### config.mk
export PLATFORM = sky130hd
export DESIGN_NAME = seven_seg_scan_mux_flat
export DESIGN_NICKNAME = d
export VERILOG_FILES = /design/src/rtl/seven_seg_scan_mux_if.sv /design/src/rtl/seven_seg_scan_mux.sv /design/src/flat_wrapper.sv
export SDC_FILE = /design/constraint.sdc
export NUM_CORES = 1
export LEC_CHECK = 0
export CORE_MARGIN = 5
export CORE_UTILIZATION = 29
export CTS_CLUSTER_SIZE = 20
export DETAILED_ROUTE_END_ITERATION = 8
export GPL_ROUTABILITY_DRIVEN = 0
export HOLD_SLACK_MARGIN = 0.08
export PLACE_DENSITY = 0.46
export SETUP_SLACK_MARGIN = 0.1
export SLEW_MARGIN = 15
export SYNTH_ARGS = -nofsm -noshare
export SYNTH_HDL_FRONTEND = slang
export SYNTH_SLANG_ARGS = --single-unit
### constraint.sdc
create_clock -name clk -period 5.28 [get_ports clk]
set_clock_uncertainty 0.15 [all_clocks]
set_input_delay 1.056 -clock clk [delete_from_list [all_inputs] [get_ports clk]]
set_output_delay 1.056 -clock clk [all_outputs]
set_load 0.03 [all_outputs]
### src/rtl/seven_seg_scan_mux_if.sv
// Bus between a display-value producer and the seven-segment scan multiplexer.
// Carries the value/load strobe and controls in, and the scan outputs back.
interface seven_seg_scan_mux_if #(
  parameter int N_DIGITS = 8
);
  localparam int IDX_W = (N_DIGITS > 1) ? $clog2(N_DIGITS) : 1;

  logic [4*N_DIGITS-1:0] value_in;
  logic                  load;
  logic [N_DIGITS-1:0]   digit_en;
  logic                  lz_suppress;
  logic [3:0]            bcd_out;
  logic [N_DIGITS-1:0]   AN;
  logic [IDX_W-1:0]      digit_idx;
  logic                  frame_done;

  modport master (
    output value_in, load, digit_en, lz_suppress,
    input  bcd_out, AN, digit_idx, frame_done
  );

  modport slave (
    input  value_in, load, digit_en, lz_suppress,
    output bcd_out, AN, digit_idx, frame_done
  );
endinterface

### src/rtl/seven_seg_scan_mux.sv
// Time-multiplexed scanner for a common-anode seven-segment display: blanking gap per
// slot, frame-boundary value updates (double-buffered) and optional leading-zero blanking.
module seven_seg_scan_mux #(
  parameter int N_DIGITS     = 8,
  parameter int REFRESH_DIV  = 100000,
  parameter int BLANK_CYCLES = 16
) (
  input  logic                 clk,
  input  logic                 reset,
  seven_seg_scan_mux_if.slave  bus
);
  localparam int CNT_W = (REFRESH_DIV > 1) ? $clog2(REFRESH_DIV) : 1;
  localparam int IDX_W = (N_DIGITS > 1) ? $clog2(N_DIGITS) : 1;
  localparam int VAL_W = 4 * N_DIGITS;

  localparam logic [CNT_W-1:0] CNT_LAST  = CNT_W'(REFRESH_DIV - 1);
  localparam logic [CNT_W-1:0] CNT_BLANK = CNT_W'(BLANK_CYCLES);
  localparam logic [IDX_W-1:0] IDX_LAST  = IDX_W'(N_DIGITS - 1);

  logic [CNT_W-1:0]    cnt_reg, cnt_next;
  logic [IDX_W-1:0]    idx_reg, idx_next;
  logic [VAL_W-1:0]    active_reg, active_next;
  logic [VAL_W-1:0]    shadow_reg, shadow_next;
  logic                pending_reg, pending_next;
  logic                frame_done_reg, frame_done_next;
  logic [N_DIGITS-1:0] an_reg, an_next;

  logic                slot_end;
  logic                boundary;
  logic [N_DIGITS-1:0] nz_next;
  logic [N_DIGITS-1:0] onehot_next;
  logic [IDX_W-1:0]    lead_idx;
  logic                visible_next;
  logic [3:0]          nibble [N_DIGITS];

  assign slot_end = (cnt_reg == CNT_LAST);
  assign boundary = slot_end && (idx_reg == IDX_LAST);

  always_comb begin
    cnt_next = slot_end ? '0 : cnt_reg + CNT_W'(1);
    idx_next = idx_reg;
    if (slot_end) begin
      idx_next = (idx_reg == IDX_LAST) ? '0 : idx_reg + IDX_W'(1);
    end
  end

  // A load landing exactly on the boundary bypasses the shadow so it is not lost a frame.
  always_comb begin
    shadow_next     = shadow_reg;
    pending_next    = pending_reg;
    active_next     = active_reg;
    frame_done_next = boundary;
    if (bus.load) begin
      shadow_next  = bus.value_in;
      pending_next = 1'b1;
    end
    if (boundary) begin
      if (bus.load) begin
        active_next  = bus.value_in;
        pending_next = 1'b0;
      end else if (pending_reg) begin
        active_next  = shadow_reg;
        pending_next = 1'b0;
      end
    end
  end

  for (genvar gi = 0; gi < N_DIGITS; gi++) begin : g_digit
    assign nz_next[gi]     = |active_next[4*gi +: 4];
    assign onehot_next[gi] = (idx_next == IDX_W'(gi));
    assign nibble[gi]      = active_reg[4*gi +: 4];
  end

  always_comb begin
    lead_idx = '0;
    for (int i = 0; i < N_DIGITS; i++) begin
      if (nz_next[i]) begin
        lead_idx = IDX_W'(i);
      end
    end
  end

  // AN is registered from next-cycle state so no input reaches an output combinationally.
  always_comb begin
    visible_next = bus.digit_en[idx_next] &&
                   (!bus.lz_suppress || (idx_next <= lead_idx));
    an_next = '1;
    if ((cnt_next >= CNT_BLANK) && visible_next) begin
      an_next = ~onehot_next;
    end
  end

  always_ff @(posedge clk) begin
    if (reset) begin
      cnt_reg        <= '0;
      idx_reg        <= '0;
      active_reg     <= '0;
      shadow_reg     <= '0;
      pending_reg    <= 1'b0;
      frame_done_reg <= 1'b0;
      an_reg         <= '1;
    end else begin
      cnt_reg        <= cnt_next;
      idx_reg        <= idx_next;
      active_reg     <= active_next;
      shadow_reg     <= shadow_next;
      pending_reg    <= pending_next;
      frame_done_reg <= frame_done_next;
      an_reg         <= an_next;
    end
  end

  assign bus.AN         = an_reg;
  assign bus.bcd_out    = nibble[idx_reg];
  assign bus.digit_idx  = idx_reg;
  assign bus.frame_done = frame_done_reg;
endmodule

### src/flat_wrapper.sv
// flat-port wrapper written by rule: the top's interface ports become plain ports
module seven_seg_scan_mux_flat 
#(
  parameter int N_DIGITS     = 8,
  parameter int REFRESH_DIV  = 100000,
  parameter int BLANK_CYCLES = 16
)
  (clk, reset, bus_value_in, bus_load, bus_digit_en, bus_lz_suppress, bus_bcd_out, bus_AN, bus_digit_idx, bus_frame_done);
  seven_seg_scan_mux_if #(.N_DIGITS(N_DIGITS)) bus_i ();
  input  logic clk;
  input  logic reset;
  input wire logic [$bits(bus_i.value_in)-1:0] bus_value_in;
  input wire logic [$bits(bus_i.load)-1:0] bus_load;
  input wire logic [$bits(bus_i.digit_en)-1:0] bus_digit_en;
  input wire logic [$bits(bus_i.lz_suppress)-1:0] bus_lz_suppress;
  output wire logic [$bits(bus_i.bcd_out)-1:0] bus_bcd_out;
  output wire logic [$bits(bus_i.AN)-1:0] bus_AN;
  output wire logic [$bits(bus_i.digit_idx)-1:0] bus_digit_idx;
  output wire logic [$bits(bus_i.frame_done)-1:0] bus_frame_done;
  assign bus_i.value_in = bus_value_in;
  assign bus_i.load = bus_load;
  assign bus_i.digit_en = bus_digit_en;
  assign bus_i.lz_suppress = bus_lz_suppress;
  assign bus_bcd_out = bus_i.bcd_out;
  assign bus_AN = bus_i.AN;
  assign bus_digit_idx = bus_i.digit_idx;
  assign bus_frame_done = bus_i.frame_done;
  seven_seg_scan_mux #(.N_DIGITS(N_DIGITS), .REFRESH_DIV(REFRESH_DIV), .BLANK_CYCLES(BLANK_CYCLES)) u_core (.clk(clk), .reset(reset), .bus(bus_i));
endmodule
==> results of run 1 <==
==> cells in the mapped netlist, types with 9 or more instances <==
cell type    n
a21o_1      13
a21oi_1     12
clkbuf_1    21
dfxtp_1     94
inv_1        9
mux2i_1     37
nand2_1     33
nand3_1     10
nor2_1     102
nor3_1      16
o22ai_1     37
==> power by group through the flow <==
| stage | clock network [mW] | logic [mW] | registers [mW] |
|---|---|---|---|
| finish | 0.696 | 0.114 | 0.739 |
| global placement | 0 | 0.114 | 0.754 |
| CTS | 0.720 | 0.116 | 0.738 |
| floorplan | 0 | 0.0657 | 0.749 |
| detailed placement | 0 | 0.116 | 0.754 |
| global route | 0.748 | 0.126 | 0.740 |
==> cells by family (layout without fill, tap and decap cells) <==
group | Yosys count | count (layout)
multiplexers | 45 | 45
AND/OR/NAND/NOR | 218 | 218
AO/OA/AOI/OAI | 101 | 101
XOR/XNOR | 16 | 16
adder cells (fa/ha/maj) | 6 | 6
buffers and inverters | 53 | 96
flip-flops | 94 | 94
==> layout make-up <==
class                      count  share of cell area, %
timing repair buffer          71                   11.7
multi-input combinational    386                   44.5
clock buffer                  11                   4.07
tap                          216                   4.73
clock inverter                 5                   1.47
inverter                       9                  0.591
sequential                    94                   32.9
==> per-layer routing <==
layer | wire (µm) | track usage (%) | share of wire (%)
met5 | 0 | 0 | 0
met4 | 247 | 4.27 | 1.9
met3 | 487 | 3.79 | 3.7
met2 | 6300 | 23.5 | 48
met1 | 5970 | 18.7 | 46
==> how the worst max path moves through the flow <==
stage | depth (start not counted) | from | end
3_5_place_dp | 17 | u_core.cnt_reg[6]$_SDFF_PP0_ | u_core.bus.AN[6]$_SDFF_PP1_
3_3_place_gp | 17 | u_core.cnt_reg[6]$_SDFF_PP0_ | u_core.bus.AN[3]$_SDFF_PP1_
5_1_grt | 18 | u_core.cnt_reg[0]$_SDFF_PP0_ | u_core.bus.AN[1]$_SDFF_PP1_
2_1_floorplan | 18 | u_core.cnt_reg[6]$_SDFF_PP0_ | u_core.bus.AN[3]$_SDFF_PP1_
6_report | 17 | u_core.cnt_reg[6]$_SDFF_PP0_ | u_core.bus.AN[7]$_SDFF_PP1_
4_1_cts | 17 | u_core.cnt_reg[6]$_SDFF_PP0_ | u_core.bus.AN[1]$_SDFF_PP1_
==> per-stage QoR <==
| stage | total power, mW | setup slack [ns] | hold slack, ns | cells |
|---|---|---|---|---|
| 2_1_floorplan | 0.815 | 1.49 | 0.276 | 533 |
| 3_3_place_gp | 0.868 | 0.858 | 0.290 | 776 |
| 3_5_place_dp | 0.870 | 0.828 | 0.303 | 776 |
| 4_1_cts | 1.57 | 0.815 | 0.329 | 792 |
| 5_1_grt | 1.61 | 0.399 | 0.354 | 792 |
| 6_report | 1.55 | 0.794 | 0.320 | 792 |
==> worst reg2reg max path, delay by kind of cell (launching register included) <==
family	cells	cell delay, ns
simple gates	11	2.48
compound gates	4	0.83
buf+inv	1	0.24
fa+ha+maj	1	0.26
flops	1	0.41
==> placed cells by master (no fill, tap or decap), types with 9 or more instances in the layout <==
master           instances
clkbuf_16                9
inv_1                    9
mux2i_1                 37
nand3_1                 10
clkdlybuf4s50_1         57
nor2_1                 102
nor3_1                  16
a21oi_1                 12
o22ai_1                 37
dfxtp_1                 94
a21o_1                  13
buf_4                   12
nand2_1                 33
==> impl_metrics.ini, run 1 <==
[finish]
nNetsFinal = 621
finish.utilization_pct = 36.1
seq_area_um2 = 1880
layout-drive-gt1-share_pct = 7.81
fillCellCount = 1647
antenna_cells = 0
design_area_um2 = 5720
area_growth_pct = 22.3
multi_input_area_um2 = 2540

[power]
intPower_mw = 1.20
switching_power_mw = 0.348
p_seq_share_pct = 47.7
clkPwrFrac_pct = 44.9
swShare_pct = 22.5
combPwrFrac_pct = 7.4
ir_drop_mv = 0.154
power.leakage_nw = 2.15
p_per_area_nw_per_um2 = 271

[worst_hold_path]
hold_path_startpoint = u_core.cnt_reg[0]$_SDFF_PP0_
hold_path_end = u_core.cnt_reg[0]$_SDFF_PP0_
hold_depth = 1
hp-class = flop to flop

[clocking]
cts_hold_buf = 0
cts-resized-gates = 0
worstSkewPairLatency_ns = 0.35
cts_tree = built
numCtsBuffers = 9
htree_levels = 3
cts_sinks = 94
cts-root-buf = clkbuf_16
cts.path.max_buffers = 2
clk_pin_slew_worst_paths_ns = 0.07
post_cts_buffers = 0

[drt]
drt-total-wl_um = 13000
post-route-drc-count = 0
antenna_left = 0
wl_per_cell_um = 16.4
drt_iter0_drc = 246
vias = 4075
vias_per_cell = 5.15
drtPass1Iterations = 5

[die]
row_count = 46
die_y_um = 137
fp.dieW_um = 137
fp.dieArea_um2 = 18800
pin_count = 60
core_area_um2 = 15800
start_util_pct = 29.5

[logic_synthesis]
synth-async-reset-ratio_pct = 0
synthXorXnorAreaFrac_pct = 3.00
synth-edff-count = 0
yosysUniqueCellTypes = 58
ys_top_cells_by_area = dfxtp_1, nor2_1, mux2i_1
synth_flop_cell = dfxtp_1
synth-simple-area-share_pct = 22.8
ys_seq_elements = 94
avgSynthCellArea_um2 = 8.77
synth_fa_ha_area_share_pct = 1.61
synth_top_family_by_area = simple AND/OR/NAND/NOR gates
synth_largest_area_cell = dfxtp_1
ys_warn_count = 0
synthMuxAreaShare_pct = 11.8
syn_area_um2 = 4680
synth_compound_area_share_pct = 15.2
synth_cells = 533
yosysSeqAreaShare_pct = 40.2
synth_nets = 583
synth_top_cell_area_share_pct = 40.2

[critical_path]
timing.rr.end = u_core.bus.AN[7]$_SDFF_PP1_
rrSetupSlack_ns = 0.79
arrival_ns = 4.55
cp-end-kind = flop
path_delay_family = simple AND/OR/NAND/NOR gates
startpoint_type = flop
rr_startpoint = u_core.cnt_reg[6]$_SDFF_PP0_
cp.required_ns = 5.35
path_max_fanout = 14
crit_buf_inv = 1
crit_path_top_delay_cell = or4_1
cpPeakStageDelay_ns = 0.61
path_cells = or4_1, nor4_4, buf_4, nand3_2, o22ai_1, nor2_1, nor4_1, nand2b_1, a31oi_1, ha_1, nor2b_1, o21ai_0, nand2b_1, a31oi_1, nand4_1, nor2_1, nand2_1
setup.worst_path.class = flop to flop
rr_worst_depth = 17

[sta]
final_max_slew_viol_count = 0
period_minus_slack_ns = 4.49
setup_tns_ns = 0
slew_headroom_pct = 42.0
tightestPinTransition_ns = 0.870
finalSetupViolations = 0
max_freq_mhz = 223
post-route-period-util_pct = 85.0
rsz0062_at_grt = false
finalHoldViolCount = 0

[place]
place_hpwl_um = 9220
io_buffers = 59
postPlaceCellArea_um2 = 5400

[global_route]
grt_remaining_overflow = 0
grt_usage_pct = 14.4
grt_pass1_wl_um = 21300
grt_max_degree = 75
grt_pass1_vias = 4048
antenna_found_initial = 0

[status]
status = completed

[flow_run]
maxCapViolations = 0
(Power assumes the default switching activity.)
==> run 2: changes to the inputs <==
PLACE_DENSITY = 0.48   (was 0.46)
clock period = 3.69 ns   (was 5.28 ns; I/O delays follow)
==> run 2 against run 1 <==
Compared with the run above: the run now ends with setup timing left; non-clock buffer count rose by 52; power grew 46%; clock power is 47% higher; critical path type unchanged; largest power group unchanged.
==> impl_metrics.ini, run 2 (synthesized netlist as in run 1, its figures left out) <==
[power]
ir_drop_mv = 0.213
p_per_area_nw_per_um2 = 358
power.leakage_nw = 2.47
power_mw = 2.27

[critical_path]
path_delay_family = simple AND/OR/NAND/NOR gates
crit_path_top_delay_cell = or4_4
timing.rr.end = u_core.bus.AN[3]$_SDFF_PP1_
cpPeakStageDelay_ns = 0.60
crit_buf_inv = 0
cpMostUsedCell = nand4_1
path_max_fanout = 8
startpoint_type = flop
path_cells = ha_4, nand4_1, or4_4, or2_4, o32ai_4, nor3_2, nor4_2, o211ai_1, a31o_1, ha_1, nand3_2, a31oi_1, nand4_1, nor2_2, nand2_1
arrival_ns = 3.99
cp.required_ns = 3.75
setup.worst_path.class = flop to flop
rr_worst_depth = 15
cp-end-kind = flop
rrSetupSlack_ns = -0.24
rr_startpoint = u_core.cnt_reg[0]$_SDFF_PP0_

[sta]
rsz0062_at_grt = true
finalSetupViolations = 8
finalHoldViolCount = 0
period_minus_slack_ns = 3.93
setup_slack_ns = -0.238
tightestPinTransition_ns = 0.795
post-route-period-util_pct = 106
final_max_slew_viol_count = 0
slew_headroom_pct = 47.0
max_freq_mhz = 255

[worst_hold_path]
hold_path_startpoint = u_core.active_reg[3]$_SDFFE_PP0P_
hold_depth = 1
hp-class = flop to flop
hold_path_end = u_core.active_reg[3]$_SDFFE_PP0P_

[global_route]
grt_remaining_overflow = 0
antenna_found_initial = 0
grt_usage_pct = 14.4
grt_pass1_wl_um = 21300
grt_max_degree = 75
grt_pass1_vias = 4272

[die]
row_count = 46
pin_count = 60
fp.dieW_um = 137
start_util_pct = 29.5
core_area_um2 = 15800
fp.dieArea_um2 = 18800
die_y_um = 137

[finish]
nNetsFinal = 673
antenna_cells = 0
design_area_um2 = 6330
area_growth_pct = 35.4
layout-drive-gt1-share_pct = 20.1
final_common_cell = nor2_1
layout_common_cells = nor2_1, dfxtp_1, buf_4
finish.utilization_pct = 40.0

[place]
place_hpwl_um = 9720
postPlaceCellArea_um2 = 5830
dp_slack_ns = -0.341
io_buffers = 59

[drt]
drt_iter0_drc = 293
vias_per_cell = 5.01
antenna_left = 0
drtPass1Iterations = 5
drt-total-wl_um = 13300
wl_per_cell_um = 15.8
vias = 4228
post-route-drc-count = 0

[clocking]
worstSkewPairLatency_ns = 0.35
cts.path.max_buffers = 2
htree_levels = 3
numCtsBuffers = 9
cts-root-buf = clkbuf_16
cts_sinks = 94
clk_pin_slew_worst_paths_ns = 0.07
cts_tree = built

[status]
violations = setup timing
status = finished, violations left

[flow_run]
maxCapViolations = 0
## run 2: metal layers
metal | vias up | part of all wire [%] | track usage [%]
li1 | 2108 | - | -
met1 | 2007 | 44 | 18.1
met2 | 96 | 50 | 24.5
met3 | 17 | 4.1 | 2.46
met4 | 0 | 2.0 | 5.88
met5 | - | 0 | 0
## run 2: stage by stage
| stage | hold slack [ns] | std cells | TNS [ns] |
|---|---|---|---|
| CTS | 0.335 | 843 | -1.51 |
| global route | 0.360 | 844 | -3.39 |
| detailed placement | 0.315 | 824 | -2.62 |
| global placement | 0.319 | 824 | -1.78 |
| floorplan | 0.276 | 533 | -0.440 |
| finish | 0.337 | 844 | -1.73 |
## run 2: worst reg2reg max path, delay by kind of cell, from the launching register on
kind | cells | cell delay, ns
fa+ha+maj | 2 | 0.42
flops | 1 | 0.36
simple gates | 9 | 2.07
compound gates | 4 | 0.81
## run 2: how the worst max path moves through the flow
stage                                   to  cells past startpoint  slack (ns)                    startpoint
6_report       u_core.bus.AN[3]$_SDFF_PP1_                     15       -0.24  u_core.cnt_reg[0]$_SDFF_PP0_
5_1_grt        u_core.bus.AN[6]$_SDFF_PP1_                     15       -0.45  u_core.cnt_reg[0]$_SDFF_PP0_
4_1_cts        u_core.bus.AN[5]$_SDFF_PP1_                     15       -0.21  u_core.cnt_reg[0]$_SDFF_PP0_
3_5_place_dp   u_core.bus.AN[3]$_SDFF_PP1_                     15       -0.34  u_core.cnt_reg[1]$_SDFF_PP0_
3_3_place_gp   u_core.bus.AN[7]$_SDFF_PP1_                     17       -0.23  u_core.cnt_reg[1]$_SDFF_PP0_
2_1_floorplan  u_core.bus.AN[3]$_SDFF_PP1_                     18       -0.06  u_core.cnt_reg[6]$_SDFF_PP0_
## run 2: where the power goes
part           switching [mW]  total (mW)  internal (mW)
clock                   0.406        1.02          0.614
combinational          0.0891       0.190          0.101
sequential             0.0158        1.05           1.04
## run 2: final cells by class
cell class                 count  area [µm²]
clock buffer                  11         243
inverter                       9        33.8
tap                          216         270
multi-input combinational    386        2710
sequential                    94        1890
fill                        1557        9500
clock inverter                 5        81.3
timing repair buffer         123        1110
## run 2: timing repair
| action | CTS | global route |
|---|---|---|
| endpoints found under the setup margin | 8 | 8 |
| buffers inserted | 3 | 1 |
| hold endpoints to repair | 0 | 0 |
| hold buffers | 0 | 0 |
| pin swaps | 3 | 8 |
| resized for setup | 15 | 15 |
